File: src/rtl/serial_add_pkg.sv
// ---------------------------------------------------------------------------
// serial_add_pkg
// Shared definitions for the bit-serial add sequencer (serial_adder_ctrl).
//   state_t    : sequencer states IDLE / RUN / DONE
//   cnt_w()    : width of the bit counter for a given operand width
//   WIDTH_MIN  : smallest operand width the sequencer supports
// ---------------------------------------------------------------------------
package serial_add_pkg;

   localparam int WIDTH_MIN = 2;

   typedef enum logic [1:0] {
      IDLE = 2'd0,
      RUN  = 2'd1,
      DONE = 2'd2
   } state_t;

   // The counter only ever has to reach WIDTH-1, so $clog2(WIDTH) bits are
   // enough; widths below the minimum are clamped so the counter is never
   // zero bits wide.
   function automatic int cnt_w(input int width);
      return $clog2((width < WIDTH_MIN) ? WIDTH_MIN : width);
   endfunction

endpackage

File: src/rtl/serial_adder_ctrl_fa.sv
// ---------------------------------------------------------------------------
// serial_adder_ctrl_fa
// The 1-bit full-adder cell that the serial sequencer time-multiplexes.
// When the enable is low both outputs are forced to 0.
// Ports:
//   i_en     in  1  cell enable
//   i_a      in  1  operand bit A
//   i_b      in  1  operand bit B
//   i_cin    in  1  carry in
//   o_sum    out 1  sum bit
//   o_carry  out 1  carry out
// ---------------------------------------------------------------------------
module serial_adder_ctrl_fa (
   input  logic i_en,
   input  logic i_a,
   input  logic i_b,
   input  logic i_cin,
   output logic o_sum,
   output logic o_carry
);

   // Gating both outputs with the enable means an idle cell presents zeros,
   // so nothing downstream can pick up a stale bit outside of RUN.
   assign o_sum   = i_en & (i_a ^ i_b ^ i_cin);
   assign o_carry = i_en & ((i_a & i_b) | (i_a & i_cin) | (i_b & i_cin));

endmodule

File: src/rtl/serial_adder_ctrl.sv
// ---------------------------------------------------------------------------
// serial_adder_ctrl
// Bit-serial add sequencer: one full-adder cell is reused over WIDTH cycles,
// LSB first, with a carry flop chaining the bits. Operands arrive over a
// valid/ready handshake and the result leaves over another one.
//
// Optional feature macro: SERIAL_ADD_OVF_EN
//   defined   -> port ovf (signed overflow of the add) and its flop exist
//   undefined -> no ovf port; everything else behaves identically
//
// Parameters:
//   WIDTH      operand/sum width in bits (2..64), default 8
// Ports:
//   clk        in   1      clock, rising edge
//   rst_n      in   1      asynchronous active-low reset
//   clr        in   1      synchronous abort back to IDLE
//   in_valid   in   1      operands valid
//   in_ready   out  1      block can accept operands (IDLE only)
//   a, b       in   WIDTH  operands
//   cin        in   1      carry in
//   out_valid  out  1      sum/cout valid (DONE)
//   out_ready  in   1      consumer takes the result
//   sum        out  WIDTH  result
//   cout       out  1      carry out of the MSB
//   busy       out  1      high in RUN or DONE
//   ovf        out  1      signed overflow (SERIAL_ADD_OVF_EN only)
// ---------------------------------------------------------------------------
module serial_adder_ctrl
   import serial_add_pkg::*;
#(
   parameter int WIDTH = 8
) (
   input  logic             clk,
   input  logic             rst_n,
   input  logic             clr,
   input  logic             in_valid,
   output logic             in_ready,
   input  logic [WIDTH-1:0] a,
   input  logic [WIDTH-1:0] b,
   input  logic             cin,
   output logic             out_valid,
   input  logic             out_ready,
   output logic [WIDTH-1:0] sum,
   output logic             cout,
   output logic             busy
`ifdef SERIAL_ADD_OVF_EN
   ,
   output logic             ovf
`endif
);

   localparam int             CNT_W    = cnt_w(WIDTH);
   localparam logic [CNT_W-1:0] CNT_LAST = CNT_W'(WIDTH - 1);
   localparam logic [CNT_W-1:0] CNT_ONE  = CNT_W'(1);

   state_t           r_state;
   state_t           w_stateNext;
   logic [WIDTH-1:0] r_aSh;
   logic [WIDTH-1:0] r_bSh;
   logic [WIDTH-1:0] r_sumSh;
   logic             r_carry;
   logic [CNT_W-1:0] r_cnt;

   logic             w_run;
   logic             w_accept;
   logic             w_lastBit;
   logic             w_sumBit;
   logic             w_carryBit;

   assign w_run     = (r_state == RUN);
   assign w_accept  = (r_state == IDLE) && in_valid && !clr;
   assign w_lastBit = w_run && (r_cnt == CNT_LAST);

   // The one shared full-adder cell. It only sees real inputs in RUN; in the
   // other states its enable is low and it outputs zeros.
   serial_adder_ctrl_fa u_fa (
      .i_en    (w_run),
      .i_a     (r_aSh[0]),
      .i_b     (r_bSh[0]),
      .i_cin   (r_carry),
      .o_sum   (w_sumBit),
      .o_carry (w_carryBit)
   );

   // Next-state logic. clr overrides everything, including a pending accept
   // in IDLE. Leaving DONE always goes through IDLE, so a new operand can
   // only be taken on the cycle after the result handshake.
   always_comb begin
      w_stateNext = r_state;
      if (clr) begin
         w_stateNext = IDLE;
      end else begin
         case (r_state)
            IDLE:    if (in_valid)  w_stateNext = RUN;
            RUN:     if (w_lastBit) w_stateNext = DONE;
            DONE:    if (out_ready) w_stateNext = IDLE;
            default: w_stateNext = IDLE;
         endcase
      end
   end

   // State register.
   always_ff @(posedge clk or negedge rst_n) begin
      if (!rst_n) begin
         r_state <= IDLE;
      end else begin
         r_state <= w_stateNext;
      end
   end

   // Datapath: operands are captured only at accept, then shifted right one
   // bit per RUN cycle while each sum bit enters the result register from the
   // top, so after WIDTH cycles bit 0 has landed in sum[0]. The counter holds
   // at WIDTH-1 on the last bit instead of wrapping. clr wipes the visible
   // result; the operand shifters are don't-care until the next accept.
   always_ff @(posedge clk or negedge rst_n) begin
      if (!rst_n) begin
         r_aSh   <= '0;
         r_bSh   <= '0;
         r_sumSh <= '0;
         r_carry <= 1'b0;
         r_cnt   <= '0;
      end else if (clr) begin
         r_sumSh <= '0;
         r_carry <= 1'b0;
         r_cnt   <= '0;
      end else if (w_accept) begin
         r_aSh   <= a;
         r_bSh   <= b;
         r_carry <= cin;
         r_sumSh <= '0;
         r_cnt   <= '0;
      end else if (w_run) begin
         r_sumSh <= {w_sumBit, r_sumSh[WIDTH-1:1]};
         r_carry <= w_carryBit;
         r_aSh   <= r_aSh >> 1;
         r_bSh   <= r_bSh >> 1;
         if (!w_lastBit) begin
            r_cnt <= r_cnt + CNT_ONE;
         end
      end
   end

`ifdef SERIAL_ADD_OVF_EN
   logic r_ovf;

   // On the MSB cycle the carry flop holds the carry into the MSB and the
   // cell's carry output is the carry out of it; their XOR is signed
   // overflow. It is captured once and held through DONE.
   always_ff @(posedge clk or negedge rst_n) begin
      if (!rst_n) begin
         r_ovf <= 1'b0;
      end else if (clr || w_accept) begin
         r_ovf <= 1'b0;
      end else if (w_lastBit) begin
         r_ovf <= r_carry ^ w_carryBit;
      end
   end

   assign ovf = r_ovf;
`endif

   // Handshake and status outputs are pure decodes of the state, and the
   // result comes straight from the flops, so it is stable throughout DONE.
   assign in_ready  = (r_state == IDLE);
   assign out_valid = (r_state == DONE);
   assign busy      = (r_state == RUN) || (r_state == DONE);
   assign sum       = r_sumSh;
   assign cout      = r_carry;

endmodule
File: config.mk
export PLATFORM = sky130hd
export DESIGN_NAME = serial_adder_ctrl
export DESIGN_NICKNAME = d
export VERILOG_FILES = /design/src/rtl/serial_add_pkg.sv /design/src/rtl/serial_adder_ctrl_fa.sv /design/src/rtl/serial_adder_ctrl.sv
export SDC_FILE = /design/constraint.sdc
export NUM_CORES = 1
export LEC_CHECK = 0
export BUFFER_PORTS_ARGS = -buffer_cell sky130_fd_sc_hd__buf_2
export CAP_MARGIN = 20
export CELL_PAD_IN_SITES_DETAIL_PLACEMENT = 0
export CELL_PAD_IN_SITES_GLOBAL_PLACEMENT = 1
export CORE_MARGIN = 3
export CORE_UTILIZATION = 41
export DETAILED_ROUTE_END_ITERATION = 8
export PLACE_DENSITY_LB_ADDON = 0.1
export SLEW_MARGIN = 20
export SYNTH_ARGS = -nofsm -noshare
export SYNTH_HDL_FRONTEND = slang
export SYNTH_SLANG_ARGS = --single-unit
File: constraint.sdc
create_clock -name clk -period 1.8 [get_ports clk]
set_input_delay 0.27 -clock clk [delete_from_list [all_inputs] [get_ports clk]]
set_output_delay 0.27 -clock clk [all_outputs]
set_load 0.005 [all_outputs]
==> results.txt <==
Status - finished, final reports clean
Primary FF master, synth - dfrtp_1
Die height - 64.78 µm
Final Util - 53.58%
Post-synth top cells - dfrtp_1, nor2_1, mux2i_1
R2r startpoint - r_state[0]
CP required - 2.01 ns
Max_cap viols - 0
Number of hold buffers added after cts - 1
Setup crit end kind - flip-flop
Largest net degree at the start of global routing - 31
Final WL - 2681 µm
Netlist Area Pre-Place - 0.001416 mm²
Antenna violations before repair - 0
VDD IR max - 0.6392 mV
Slew Viols, Final - 0
M3 GR Usage - 4.333%
Worst clock skew - 0.008613 ns
Clock latency at the later pin of the worst-skew pair - 0.32 ns
Drt pass-1 iters - 5
CP max-delay cell - dfrtp_1
Final setup viols - 0
I/O Buffers - 33
Setup bufs post-CTS - 0
Vias in the first global route - 1015
Synth Area per Inst - 11.52 µm²
GR Util met1 - 17.93%
Starting density of the core - 44.57%
Startpoint Class - flip-flop
HP Start - cin
Post-synth top area share - 53.00%
Row count - 20
Clk slew on worst S/H paths - 0.10 ns
Core area - 0.003178 mm²
Gate power share - 34.2%
Clock power frac - 21.5%
Die area - 0.004196 mm²
Ratio of cells with drive above 1 in the final layout - 29.01%
Top-count cell post-synth - dfrtp_1
Vias per inst - 5.049
Top Usage Layer GRT - met2
Ports - 34
Number of enable flip-flop cells after synthesis - 0
Worst Setup SP - r_state[0]
Syn_nets - 151
Fin. Hold Viols - 0
Post-route ant nets - 0
GR Util met2 - 22.99%
Cell family with most CP delay - simple AND/OR/NAND/NOR gates
CTS tree - built
Switch Pwr - 739.7 µW
Setup Crit Path Kind - reg2reg
Post-Synthesis Cells - 123
Initial DRC Count - 47
Final TNS setup - 0 ns
Leak - 0.0009277 µW
Dominant cells by area after synthesis - dfrtp_1, mux2i_1, a22o_1
First-pass GRT wire length - 4554 µm
WL/cell - 13.01 µm
Crit path cell chain - inv_1 > ha_1 > nand3b_1 > and3_1 > a221o_1
Distinct cells, synth - 25
Nets - 189
CP peak stage delay - 0.39 ns
Sequential Power Share - 44.3%
Via Count - 1040
CP Max Fanout - 7
H-Tree Depth - 2
Clk buf depth - 2
Critical Path AT - 1.90 ns
Fmax achieved - 592.6 MHz
Hold crit path type - in2reg
Post-cts resize count - 0
Root Buffer - clkbuf_4
Die Width - 64.78 µm
Worst-margin pin slew - 0.6833 ns
Clock Sinks - 30
Tmin final - 1.687 ns
Grt total ovfl - 0
Num CTS Buffers - 5
Layout area overhead - 20.23%
Ys async rst share - 100.0%
All-Layer GR Usage - 14.29%
Dpl hpwl - 1922 µm
Register area share after synthesis - 53.00%
P_int - 1523 µW
Switching share of power - 32.68%
Synth Register Bits - 30
Pwr Density - 1329 mW/mm²
DRC viols - 0
RSZ-0062 raised after global routing - no
Synth Warn # - 0
Ant diodes - 0
CP bufs+invs - 1
Yosys top cell by area - dfrtp_1
GPL Wtd Cong - 0.7351
Period utilization - 93.74%
Slew HR - 54.45%
==> area by class of cell <==
cell class / count / area, µm²
multi-input cells: 82 / 598.1
flip-flops and latches: 30 / 750.7
clock buffers: 8 / 78.83
well taps: 44 / 55.05
fillers: 311 / 1475
repair buffers: 38 / 205.2
inverters: 4 / 15.01
==> state kept, by name (all words and copies together), names as in the netlist <==
signal   flops
r_aSh        8
r_cnt        3
r_state      2
cout         1
sum          8
r_bSh        8
==> path summary, 6_finish.rpt <==
kind | slack, ns | endpoint | cells after the start
min in group asynchronous | 0.53 | sum[7] | 2
max reg2reg | 0.11 | r_aSh[0] | 5
min reg2reg | 0.51 | sum[0] | 1
max in group asynchronous | 0.83 | r_aSh[5] | 2
max | 0.11 | r_aSh[0] | 5
min | 0.18 | cout | 2
==> cells by family after synthesis <==
group,after synthesis,synth area share [%]
simple gates,32,11.13
flops,30,53.00
compound gates,28,14.05
mux,15,10.60
buf+inv,11,4.769
fa+ha+maj,6,5.830
xor+xnor,1,0.6185
==> power by group through the flow <==
| stage | logic [µW] | clock network (µW) | registers [µW] |
|---|---|---|---|
| floorplan | 606 | 0 | 988 |
| global placement | 752 | 0 | 1010 |
| detailed placement | 780 | 0 | 1020 |
| CTS | 789 | 504 | 1000 |
| global route | 866 | 536 | 1030 |
| finish | 774 | 486 | 1000 |
==> cells in the final DEF (no fill, tap or decap), types with 5 or more instances in the layout <==
| cell | n |
|---|---|
| ha_1 | 5 |
| mux2i_1 | 15 |
| a21oi_1 | 12 |
| a22o_1 | 8 |
| buf_2 | 33 |
| dfrtp_1 | 30 |
| nor2_1 | 16 |
| clkbuf_4 | 5 |
| nand2b_1 | 6 |
==> routing by layer <==
layer,vias up,share of wire [%]
li1,512,-
met1,495,44
met2,29,50
met3,4,5.7
met4,0,1.0
met5,-,0
==> worst reg2reg max path, cell delays in order (launching register included) <==
cell      delay (ns)
dfrtp_1         0.39
inv_1           0.11
ha_1            0.32
nand3b_1        0.24
and3_1          0.26
a221o_1         0.26
==> stage by stage <==
stage / worst slack (ns) / instance area, µm² / cells / total power (µW) / hold slack (ns)
finish: 0.1126 / 1703 / 206 / 2263 / 0.1848
global route: 0.01351 / 1703 / 206 / 2435 / 0.1721
CTS: 0.1225 / 1703 / 206 / 2297 / 0.1758
detailed placement: 0.1338 / 1614 / 197 / 1798 / 0.3504
global placement: 0.2284 / 1614 / 197 / 1764 / 0.3412
floorplan: 0.3401 / 1416 / 123 / 1594 / -0.02559
No activity file was read; power rests on OpenSTA's default activity.
